### src/rtl/control_pkg.sv
// Shared definitions for the PMIPSL0 main controller: opcode values,
// PC source encodings and the per-stage control group structs.
package control_pkg;

    // Opcodes held in the IF/ID register
    localparam logic [3:0] OP_NOP   = 4'd0;
    localparam logic [3:0] OP_RTYPE = 4'd1;
    localparam logic [3:0] OP_ADDI  = 4'd6;
    localparam logic [3:0] OP_LW    = 4'd7;
    localparam logic [3:0] OP_SW    = 4'd8;
    localparam logic [3:0] OP_BEQ   = 4'd9;
    localparam logic [3:0] OP_J     = 4'd10;

    // PC source select encodings
    localparam logic [1:0] PC_SEQ    = 2'b00;
    localparam logic [1:0] PC_BRANCH = 2'b01;
    localparam logic [1:0] PC_JUMP   = 2'b10;

    // Signals consumed in the EX stage
    typedef struct packed {
        logic regdst;
        logic alusrc;
        logic aluop;
    } ex_ctrl_t;

    // Signals consumed in the MEM stage
    typedef struct packed {
        logic branch;
        logic memwrite;
        logic memread;
    } mem_ctrl_t;

    // Signals consumed in the WB stage
    typedef struct packed {
        logic regwrite;
        logic memtoreg;
    } wb_ctrl_t;

endpackage

### src/rtl/control_decode.sv
// Combinational opcode decoder: maps the ID-stage opcode to the EX, MEM and
// WB control groups plus the ID-stage jump flag. Unlisted opcodes are NOPs.
module control_decode
    import control_pkg::*;
(
    input  logic [3:0] opcode,
    output ex_ctrl_t   ex,
    output mem_ctrl_t  mem,
    output wb_ctrl_t   wb,
    output logic       jump
);

    // Opcode to control bundle; every field defaults to zero (NOP)
    always_comb begin
        ex   = '0;
        mem  = '0;
        wb   = '0;
        jump = 1'b0;
        case (opcode)
            OP_RTYPE: begin
                ex.regdst   = 1'b1;
                ex.aluop    = 1'b1;
                wb.regwrite = 1'b1;
            end
            OP_ADDI: begin
                ex.alusrc   = 1'b1;
                wb.regwrite = 1'b1;
            end
            OP_LW: begin
                ex.alusrc   = 1'b1;
                mem.memread = 1'b1;
                wb.regwrite = 1'b1;
                wb.memtoreg = 1'b1;
            end
            OP_SW: begin
                ex.alusrc    = 1'b1;
                mem.memwrite = 1'b1;
            end
            OP_BEQ: begin
                // Zero-flag qualification happens in the datapath
                mem.branch = 1'b1;
            end
            OP_J: begin
                jump = 1'b1;
            end
            default: begin
                ex   = '0;
                mem  = '0;
                wb   = '0;
                jump = 1'b0;
            end
        endcase
    end

endmodule

### src/rtl/control.sv
// PMIPSL0 main controller. Decodes the ID-stage opcode and carries the
// control bundle through ID/EX, EX/MEM and MEM/WB registers so each signal
// appears in the cycle its stage executes. Also drives the PC source select.
// Optional feature macro: CONTROL_FLUSH_EN adds a 'flush' input that inserts
// a bubble into ID/EX and suppresses the ID-stage jump.
module control
    import control_pkg::*;
(
    input  logic       clock,
    input  logic       reset,
`ifdef CONTROL_FLUSH_EN
    input  logic       flush,
`endif
    input  logic [3:0] Opcode,
    output logic [1:0] PCControl,
    output logic       RegWrite,
    output logic       RegDst,
    output logic       ALUSrc,
    output logic       ALUOp,
    output logic       Branch,
    output logic       Jump,
    output logic       MemWrite,
    output logic       MemRead,
    output logic       MemtoReg
);

    ex_ctrl_t  dec_ex;
    mem_ctrl_t dec_mem;
    wb_ctrl_t  dec_wb;
    logic      dec_jump;
    logic      bubble;

    // ID/EX holds all three groups, EX/MEM the later two, MEM/WB only WB
    ex_ctrl_t  ex_p0;
    mem_ctrl_t mem_p0;
    wb_ctrl_t  wb_p0;
    mem_ctrl_t mem_p1;
    wb_ctrl_t  wb_p1;
    wb_ctrl_t  wb_p2;

    control_decode u_decode (
        .opcode (Opcode),
        .ex     (dec_ex),
        .mem    (dec_mem),
        .wb     (dec_wb),
        .jump   (dec_jump)
    );

`ifdef CONTROL_FLUSH_EN
    assign bubble = flush;
`else
    assign bubble = 1'b0;
`endif

    // ID -> EX: load the decoded bundle, or a zero bundle when bubbling
    always_ff @(posedge clock or negedge reset) begin
        if (!reset) begin
            ex_p0  <= '0;
            mem_p0 <= '0;
            wb_p0  <= '0;
        end else if (bubble) begin
            ex_p0  <= '0;
            mem_p0 <= '0;
            wb_p0  <= '0;
        end else begin
            ex_p0  <= dec_ex;
            mem_p0 <= dec_mem;
            wb_p0  <= dec_wb;
        end
    end

    // EX -> MEM: advance the MEM and WB groups
    always_ff @(posedge clock or negedge reset) begin
        if (!reset) begin
            mem_p1 <= '0;
            wb_p1  <= '0;
        end else begin
            mem_p1 <= mem_p0;
            wb_p1  <= wb_p0;
        end
    end

    // MEM -> WB: advance the WB group
    always_ff @(posedge clock or negedge reset) begin
        if (!reset) begin
            wb_p2 <= '0;
        end else begin
            wb_p2 <= wb_p1;
        end
    end

    // Jump is combinational from decode, masked by reset and bubble so that
    // no jump is taken while the controller is held or flushing
    assign Jump = dec_jump & reset & ~bubble;

    assign RegDst   = ex_p0.regdst;
    assign ALUSrc   = ex_p0.alusrc;
    assign ALUOp    = ex_p0.aluop;
    assign Branch   = mem_p1.branch;
    assign MemWrite = mem_p1.memwrite;
    assign MemRead  = mem_p1.memread;
    assign RegWrite = wb_p2.regwrite;
    assign MemtoReg = wb_p2.memtoreg;

    // PC source select: jump in ID overrides branch in MEM
    always_comb begin
        PCControl = PC_SEQ;
        if (Jump) begin
            PCControl = PC_JUMP;
        end else if (mem_p1.branch) begin
            PCControl = PC_BRANCH;
        end
    end

endmodule

### config.mk
export PLATFORM = sky130hd
export DESIGN_NAME = control
export DESIGN_NICKNAME = d
export VERILOG_FILES = /design/src/rtl/control_pkg.sv /design/src/rtl/control_decode.sv /design/src/rtl/control.sv
export SDC_FILE = /design/constraint.sdc
export NUM_CORES = 1
export LEC_CHECK = 0
export ABC_AREA = 1
export BUFFER_PORTS_ARGS = -buffer_cell sky130_fd_sc_hd__clkbuf_2
export CAP_MARGIN = 20
export CORE_MARGIN = 3
export CORE_UTILIZATION = 25
export DETAILED_ROUTE_END_ITERATION = 7
export GPL_TIMING_DRIVEN = 1
export SLEW_MARGIN = 30
export SYNTH_ARGS = -nofsm -noshare
export SYNTH_HDL_FRONTEND = slang
export SYNTH_HIERARCHICAL = 1
export SYNTH_SLANG_ARGS = --single-unit
export TNS_END_PERCENT = 1
### constraint.sdc
create_clock -name clock -period 0.8 [get_ports clock]
set_input_delay 0.04 -clock clock [delete_from_list [all_inputs] [get_ports clock]]
set_output_delay 0.04 -clock clock [all_outputs]
set_load 0.005 [all_outputs]
=== Word-level counts from Yosys, hierarchy flattened ===
Index checks and enable logic that the tools add are counted.

* Output and inout bits: 11
* Word-level logic and storage cells: 30
* Bits of input ports: 6
* Register bits: 12

* Multiplexer cells: 9
* Bitwise logic cells: 1
* Equality and inequality tests: 6
* Reductions and logical operators: 2

{| class="wikitable"
|+ Operator list
! operator !! count
|-
| == test 4 bit (second input constant) || 3
|-
| == test 4 x 3 -> 1 bit (second input constant) || 2
|-
| two-way mux 1 bit || 8
|-
| OR reduction 3 bit || 2
|-
| == test 4 x 1 -> 1 bit (second input constant) || 1
|-
| two-way mux 2 bit || 1
|-
| AND 1 bit || 1
|}

=== Longest topological paths before layout ===
Gate-level depths: netlist of the first run.

* Depth in word-level cells: 4
* Depth in mapped cells: 6
* Depth with buffers taken out: 5

=== Modules after synthesis ===
The synthesis of the first run kept the hierarchy.

{| class="wikitable"
|+ By module, submodules not included
! module !! sequential area each (um^2) !! area an instance (um^2) !! cells each !! times used
|-
| control || 375.4 || 402.9 || 20 || 1
|-
| control_decode || 0.0 || 97.6 || 19 || 1
|}

=== Least setup slack after synthesis of the first run ===
No wires, ideal clock.

* Kind: input to output
* Start: in Opcode[3]
* End: out PCControl[1]
* Arrival: 0.551 ns
* Stages: 6
* Data required time: 0.760 ns
* Buffers on the path: 1
* Path slack: 0.209 ns
* Cells stage by stage: inv_2 > nor2_2 > nor2b_2 > nand2_1 > inv_1 > buf_4

* Cells in the longest elaborated chain, start to end: 4

{| class="wikitable"
|+ Ends and longest elaborated chain
! item !! line !! RTL
|-
| from (decl) || control.sv:14 || <nowiki>input logic [3:0] Opcode,</nowiki>
|-
| == test 4 bit || control_decode.sv:19 || <nowiki>case (opcode)</nowiki>
|-
| two-way mux 1 bit || control_decode.sv:19 ||
|-
| net dec_jump || control.sv:30 || <nowiki>logic dec_jump;</nowiki>
|-
| AND 1 bit || control.sv:94 || <nowiki>assign Jump = dec_jump & reset & ~bubble;</nowiki>
|-
| net Jump || control.sv:21 || <nowiki>output logic Jump,</nowiki>
|-
| two-way mux 2 bit || control.sv:108 || <nowiki>if (Jump) begin</nowiki>
|-
| to (decl) || control.sv:15 || <nowiki>output logic [1:0] PCControl,</nowiki>
|}

The timed path passes the listed nets, and every way through them passes these cells.

=== Worst setup path in the final report of the first run ===
* Start: reg mem_p1 (netlist bit Branch)
* End: out PCControl[0]

* Cells in the longest elaborated chain, start to end: 2

{| class="wikitable"
|+ Ends and longest elaborated chain
! item !! line !! RTL
|-
| from (decl) || control.sv:37 || <nowiki>mem_ctrl_t mem_p1;</nowiki>
|-
| from (signal assigned) || control.sv:78 || <nowiki>mem_p1 <= mem_p0;</nowiki>
|-
| two-way mux 1 bit || control.sv:110 || <nowiki>end else if (mem_p1.branch) begin</nowiki>
|-
| two-way mux 2 bit || control.sv:108 ||
|}

No other way between the ends.

==> results.cfg, run 1 <==
[clock_tree]
cts_setup_buffers = 0
h-tree-depth = 1
path_clk_slew_ns = 0.08
root_buffer = clkbuf_4
cts_tree = done
clock-sinks = 15
cts_buffers = 3
clk_latency_ns = 0.27
clockBufferDepth = 2

[synth]
synth_top_cell_by_area = dfrtp_1
synth.top_cell.area_share_pct = 75.00
seq_area_frac_synth_pct = 75.00
ys_ff_latch = 15
avgSynthCellArea_um2 = 12.83
synthCells = 39
synth_nets = 45
yosys_warnings = 6
netlist_area_um2 = 500.5
synth.distinct_cells = 11
synthTopCellsByArea = dfrtp_1 (75%), buf_4 (4.5%), nand2_1 (4.5%)

[worst_setup_path]
crit_arrival_ns = 0.86
cp_max_fo = 2
required_ns = 0.76
critical_path_class = flop to output port
cp-start-kind = flop
endpoint_kind = output port

[outcome]
status = complete, but fails checks
violations = setup timing

[place]
routabilityCongestion = 0.7604
dp_cells = 78
pre_cts_slack_ns = 0.03846
numPortBuffers = 16
dp_hpwl_um = 501

[timing]
max_freq_mhz = 1108
worst_pin_slew_ns = 0.1804
maxSlewViolCount = 0
rsz0062_at_grt = yes
finClkSkew_ns = 0.002524
setup_violations = 1
hold_ws_ns = 0.04380
slew_headroom_pct = 87.97
fin_crit_ns = 0.9029
hold_violations = 0
setup_slack_ns = -0.1029
period_share_pct = 112.9

[power]
power_density_nw_per_um2 = 2014
max-vdd-ir-drop_mv = 0.6274
power.total_mw = 1.275
p_leak_nw = 0.3758

[floorplanning]
start_util_pct = 27.78
core_um2 = 1802
die_h_um = 50.74
design.die.area_um2 = 2575
die_w_um = 50.74
num_io_pins = 17
fp-row-count = 15

[route]
dr_total_vias = 299
vias_per_cell = 3.602
wire_per_inst_um = 7.940
drtIter0Drc = 4
firstDrtPassIters = 4
routed_wl_um = 659
drc = 0
ant_nets = 0

[final_layout]
stdcell_count = 83
drive_above_1_share_pct = 44.83
fill_cells = 202
utilization_pct = 35.14
layout_common_cells = dfrtp_1 (15), clkbuf_2 (15), nand2_1 (6)
num_antenna_cells = 0
area_delta_synth_final_pct = 26.50
finalNetCount = 65

[global_route]
grt_max_degree = 16
grtUsageTotal_pct = 6.371
grt-ovfl-total = 0
antenna_found_initial = 0
grt_pass1_vias = 266
grt_first_pass_wirelength_um = 1124

[worst_hold_path]
holdCritPathClass = input pin to flop

[run]
cap_viol_max_count = 0
==> cells by family after synthesis <==
logic type | Yosys count | share of synthesized area, %
buffers and inverters | 9 | 8.999
AO/OA/AOI/OAI | 1 | 1.750
AND/OR/NAND/NOR | 14 | 14.25
flip-flops | 15 | 75.00
==> final timing paths <==
check                      startpoint           end  depth (start not counted)  slack, ns
min                         Opcode[0]     mem_p0[1]                          4       0.04
max                            Branch  PCControl[0]                          3      -0.10
min in group asynchronous       reset      wb_p0[1]                          3       0.28
max reg2reg                  wb_p0[1]      wb_p1[1]                          0       0.33
max in group asynchronous       reset      RegWrite                          3       0.35
min reg2reg                  wb_p0[0]      wb_p1[0]                          0       0.35
==> metal layers <==
metal | up-vias | track usage, % | share of wire (%)
li1 | 149 | - | -
met1 | 137 | 7.607 | 45
met2 | 11 | 8.043 | 45
met3 | 2 | 1.780 | 6.5
met4 | 0 | 8.072 | 2.9
met5 | - | 0 | 0
==> synth_stat cells <==
library cell  instances
a21oi_2               1
and2_1                1
buf_4                 3
dfrtp_1              15
inv_1                 5
inv_2                 1
nand2_1               6
nand3_2               1
nor2_1                3
nor2_2                2
nor2b_2               1
==> power by group <==
part	internal, mW	switching [mW]
sequential	0.783	0.00559
combinational	0.0373	0.0498
clock	0.193	0.207
==> critical path: stages, from the launching register on <==
cell     delay (ns)
dfrtp_1        0.35
inv_1          0.05
a21oi_2        0.08
buf_2          0.11
==> sequential cells by signal (all words and copies together), names as in the netlist <==
register	count
RegDst	1
wb_p1	2
wb_p0	2
MemWrite	1
ALUOp	1
ALUSrc	1
MemtoReg	1
RegWrite	1
Branch	1
mem_p0	3
MemRead	1
==> final cells by class <==
type	instances	area, µm²	area share, %
Clock buffer	4	26.28	4.150
Inverter	6	22.52	3.557
Multi-Input combinational cell	15	80.08	12.65
Sequential cell	15	375.4	59.29
Tap cell	25	31.28	4.941
Timing Repair Buffer	18	97.59	15.42
==> metrics by stage <==
step	instance area (µm²)	setup TNS, ns
final	633.1	-0.1029
after global routing	633.1	-0.3672
after CTS	633.1	-0.1588
after detailed placement	596.8	0
after global placement	596.8	0
after floorplan	500.5	0
==> what timing repair did <==
action | in CTS | in global routing
endpoints found under the hold margin | 15 | 0
gates resized for setup | 0 | 1
hold buffers | 1 | 0
endpoints found under the setup margin | 4 | 9
No activity file was read; power rests on OpenSTA's default activity.
==> inputs of run 2 (changes only) <==
- CORE_AREA: not set -> 3 3 40 42
- CORE_MARGIN: 3 -> not set
- CORE_UTILIZATION: 25 -> not set
- DIE_AREA: not set -> 0 0 43 45
==> run 2 against run 1 <==
  * The flow still finishes with violations (setup timing)
  * Cell count is 12% lower
  * Global-route usage is 2.3 points higher
  * Die area is 25% lower
  * Register-to-register slack hardly changed
  * Combinational power hardly changed
  * Critical path type unchanged
  * Highest routed layer unchanged
==> results.cfg, run 2 (same netlist as run 1, synthesis figures left out) <==
[worst_setup_path]
endpoint_kind = output port
cp-start-kind = flop
crit_arrival_ns = 0.86
critical_path_class = flop to output port
cp_max_fo = 2
required_ns = 0.76

[outcome]
status = complete, but fails checks
violations = setup timing

[final_layout]
area_delta_synth_final_pct = 24.00
layout_common_cells = dfrtp_1 (15), clkbuf_2 (15), nand2_1 (6)
fill_cells = 126
num_antenna_cells = 0
regMostFlops = mem_p0
largest_reg_flops = 3
top_regs = mem_p0 x3, wb_p0 x2, wb_p1 x2
drive_above_1_share_pct = 46.55
finalNetCount = 65
final_area_um2 = 620.6

[clock_tree]
path_clk_slew_ns = 0.08
clock-sinks = 15
clockBufferDepth = 2
h-tree-depth = 1
cts_tree = done
cts_setup_buffers = 0
cts_buffers = 3
root_buffer = clkbuf_4
clk_latency_ns = 0.27

[timing]
rsz0062_at_grt = yes
finClkSkew_ns = 0.0003446
max_freq_mhz = 1108
period_share_pct = 112.9
hold_violations = 0
maxSlewViolCount = 0
setup_slack_ns = -0.1029
slew_headroom_pct = 88.05
fin_crit_ns = 0.9029
setup_violations = 2
worst_pin_slew_ns = 0.1792

[power]
max-vdd-ir-drop_mv = 0.7497
power.total_mw = 1.279
power_density_nw_per_um2 = 2060
p_leak_nw = 0.3760

[global_route]
grtUsageTotal_pct = 8.688
grt_util_met1_pct = 10.82
grt-ovfl-total = 0
antenna_found_initial = 0
grtUsageMet2_pct = 11.38
grt.met3_usage_pct = 2.789
grt_first_pass_wirelength_um = 1173
grt_pass1_vias = 283
grt-busiest-layer = met2
grt_max_degree = 16

[place]
dp_hpwl_um = 502.2
placed_area_um2 = 584.3
numPortBuffers = 16
routabilityCongestion = 0.6839

[route]
drc = 0
routed_wl_um = 637
ant_nets = 0
drtIter0Drc = 4
wire_per_inst_um = 8.726
dr_total_vias = 294
vias_per_cell = 4.027
firstDrtPassIters = 2

[floorplanning]
die_w_um = 43
start_util_pct = 38.95
core_um2 = 1285
num_io_pins = 17
die_h_um = 45
fp-row-count = 13
design.die.area_um2 = 1935

[worst_hold_path]
holdCritPathClass = input pin to flop

[run]
cap_viol_max_count = 0
-- run 2: repair_timing --
item	in CTS	in global routing
hold buffers	1	0
pin swaps	0	0
resized for setup	0	2
endpoints found under the setup margin	2	11
endpoints found under the hold margin	15	0
-- run 2: area by class of cell --
cell class                      count  area, µm²  share of cell area [%]
Sequential cell                    15      375.4                   60.48
Timing Repair Buffer               18      97.59                   15.73
Multi-Input combinational cell     15      80.08                   12.90
Clock buffer                        4      26.28                   4.234
Inverter                            6      22.52                   3.629
Tap cell                           15      18.77                   3.024
-- run 2: per-stage QoR --
step,instances,setup slack (ns),hold slack (ns),util (%),TNS (ns)
after floorplan,39,0.2086,-0.2556,-,0
after global placement,68,0.06007,0.03441,45.47,0
after detailed placement,68,0.04184,0.03708,45.47,0
after CTS,73,-0.1307,0.02698,48.30,-0.1398
after global routing,73,-0.1884,0.04994,48.30,-0.4357
final,73,-0.1029,0.03599,48.30,-0.1102
-- run 2: final timing paths --
kind                       slack [ns]  cells past startpoint  startpoint            to
max                             -0.10                      3      Branch  PCControl[0]
min                              0.04                      4   Opcode[0]     mem_p0[1]
max reg2reg                      0.33                      0    wb_p1[1]      RegWrite
min reg2reg                      0.35                      0   mem_p0[0]       MemRead
max in group asynchronous        0.36                      3       reset      RegWrite
min in group asynchronous        0.28                      3       reset       MemRead
-- run 2: power breakdown --
part,internal [mW],switching [mW]
Combinational,0.0373,0.0495
Clock,0.193,0.210
Sequential,0.783,0.00612
Total,1.01,0.266
-- run 2: layer usage --
metal | vias to the layer above | share of wire (%) | wire length [µm]
li1 | 148 | - | -
met1 | 130 | 42 | 270
met2 | 14 | 45 | 289
met3 | 2 | 9.6 | 61
met4 | 0 | 2.4 | 15
met5 | - | 0 | 0
-- run 2: worst max-delay path, cell delays in order (launching register included) --
cell and delay [ns]:
dfrtp_1 0.36, inv_2 0.04, a21oi_2 0.08, buf_2 0.11
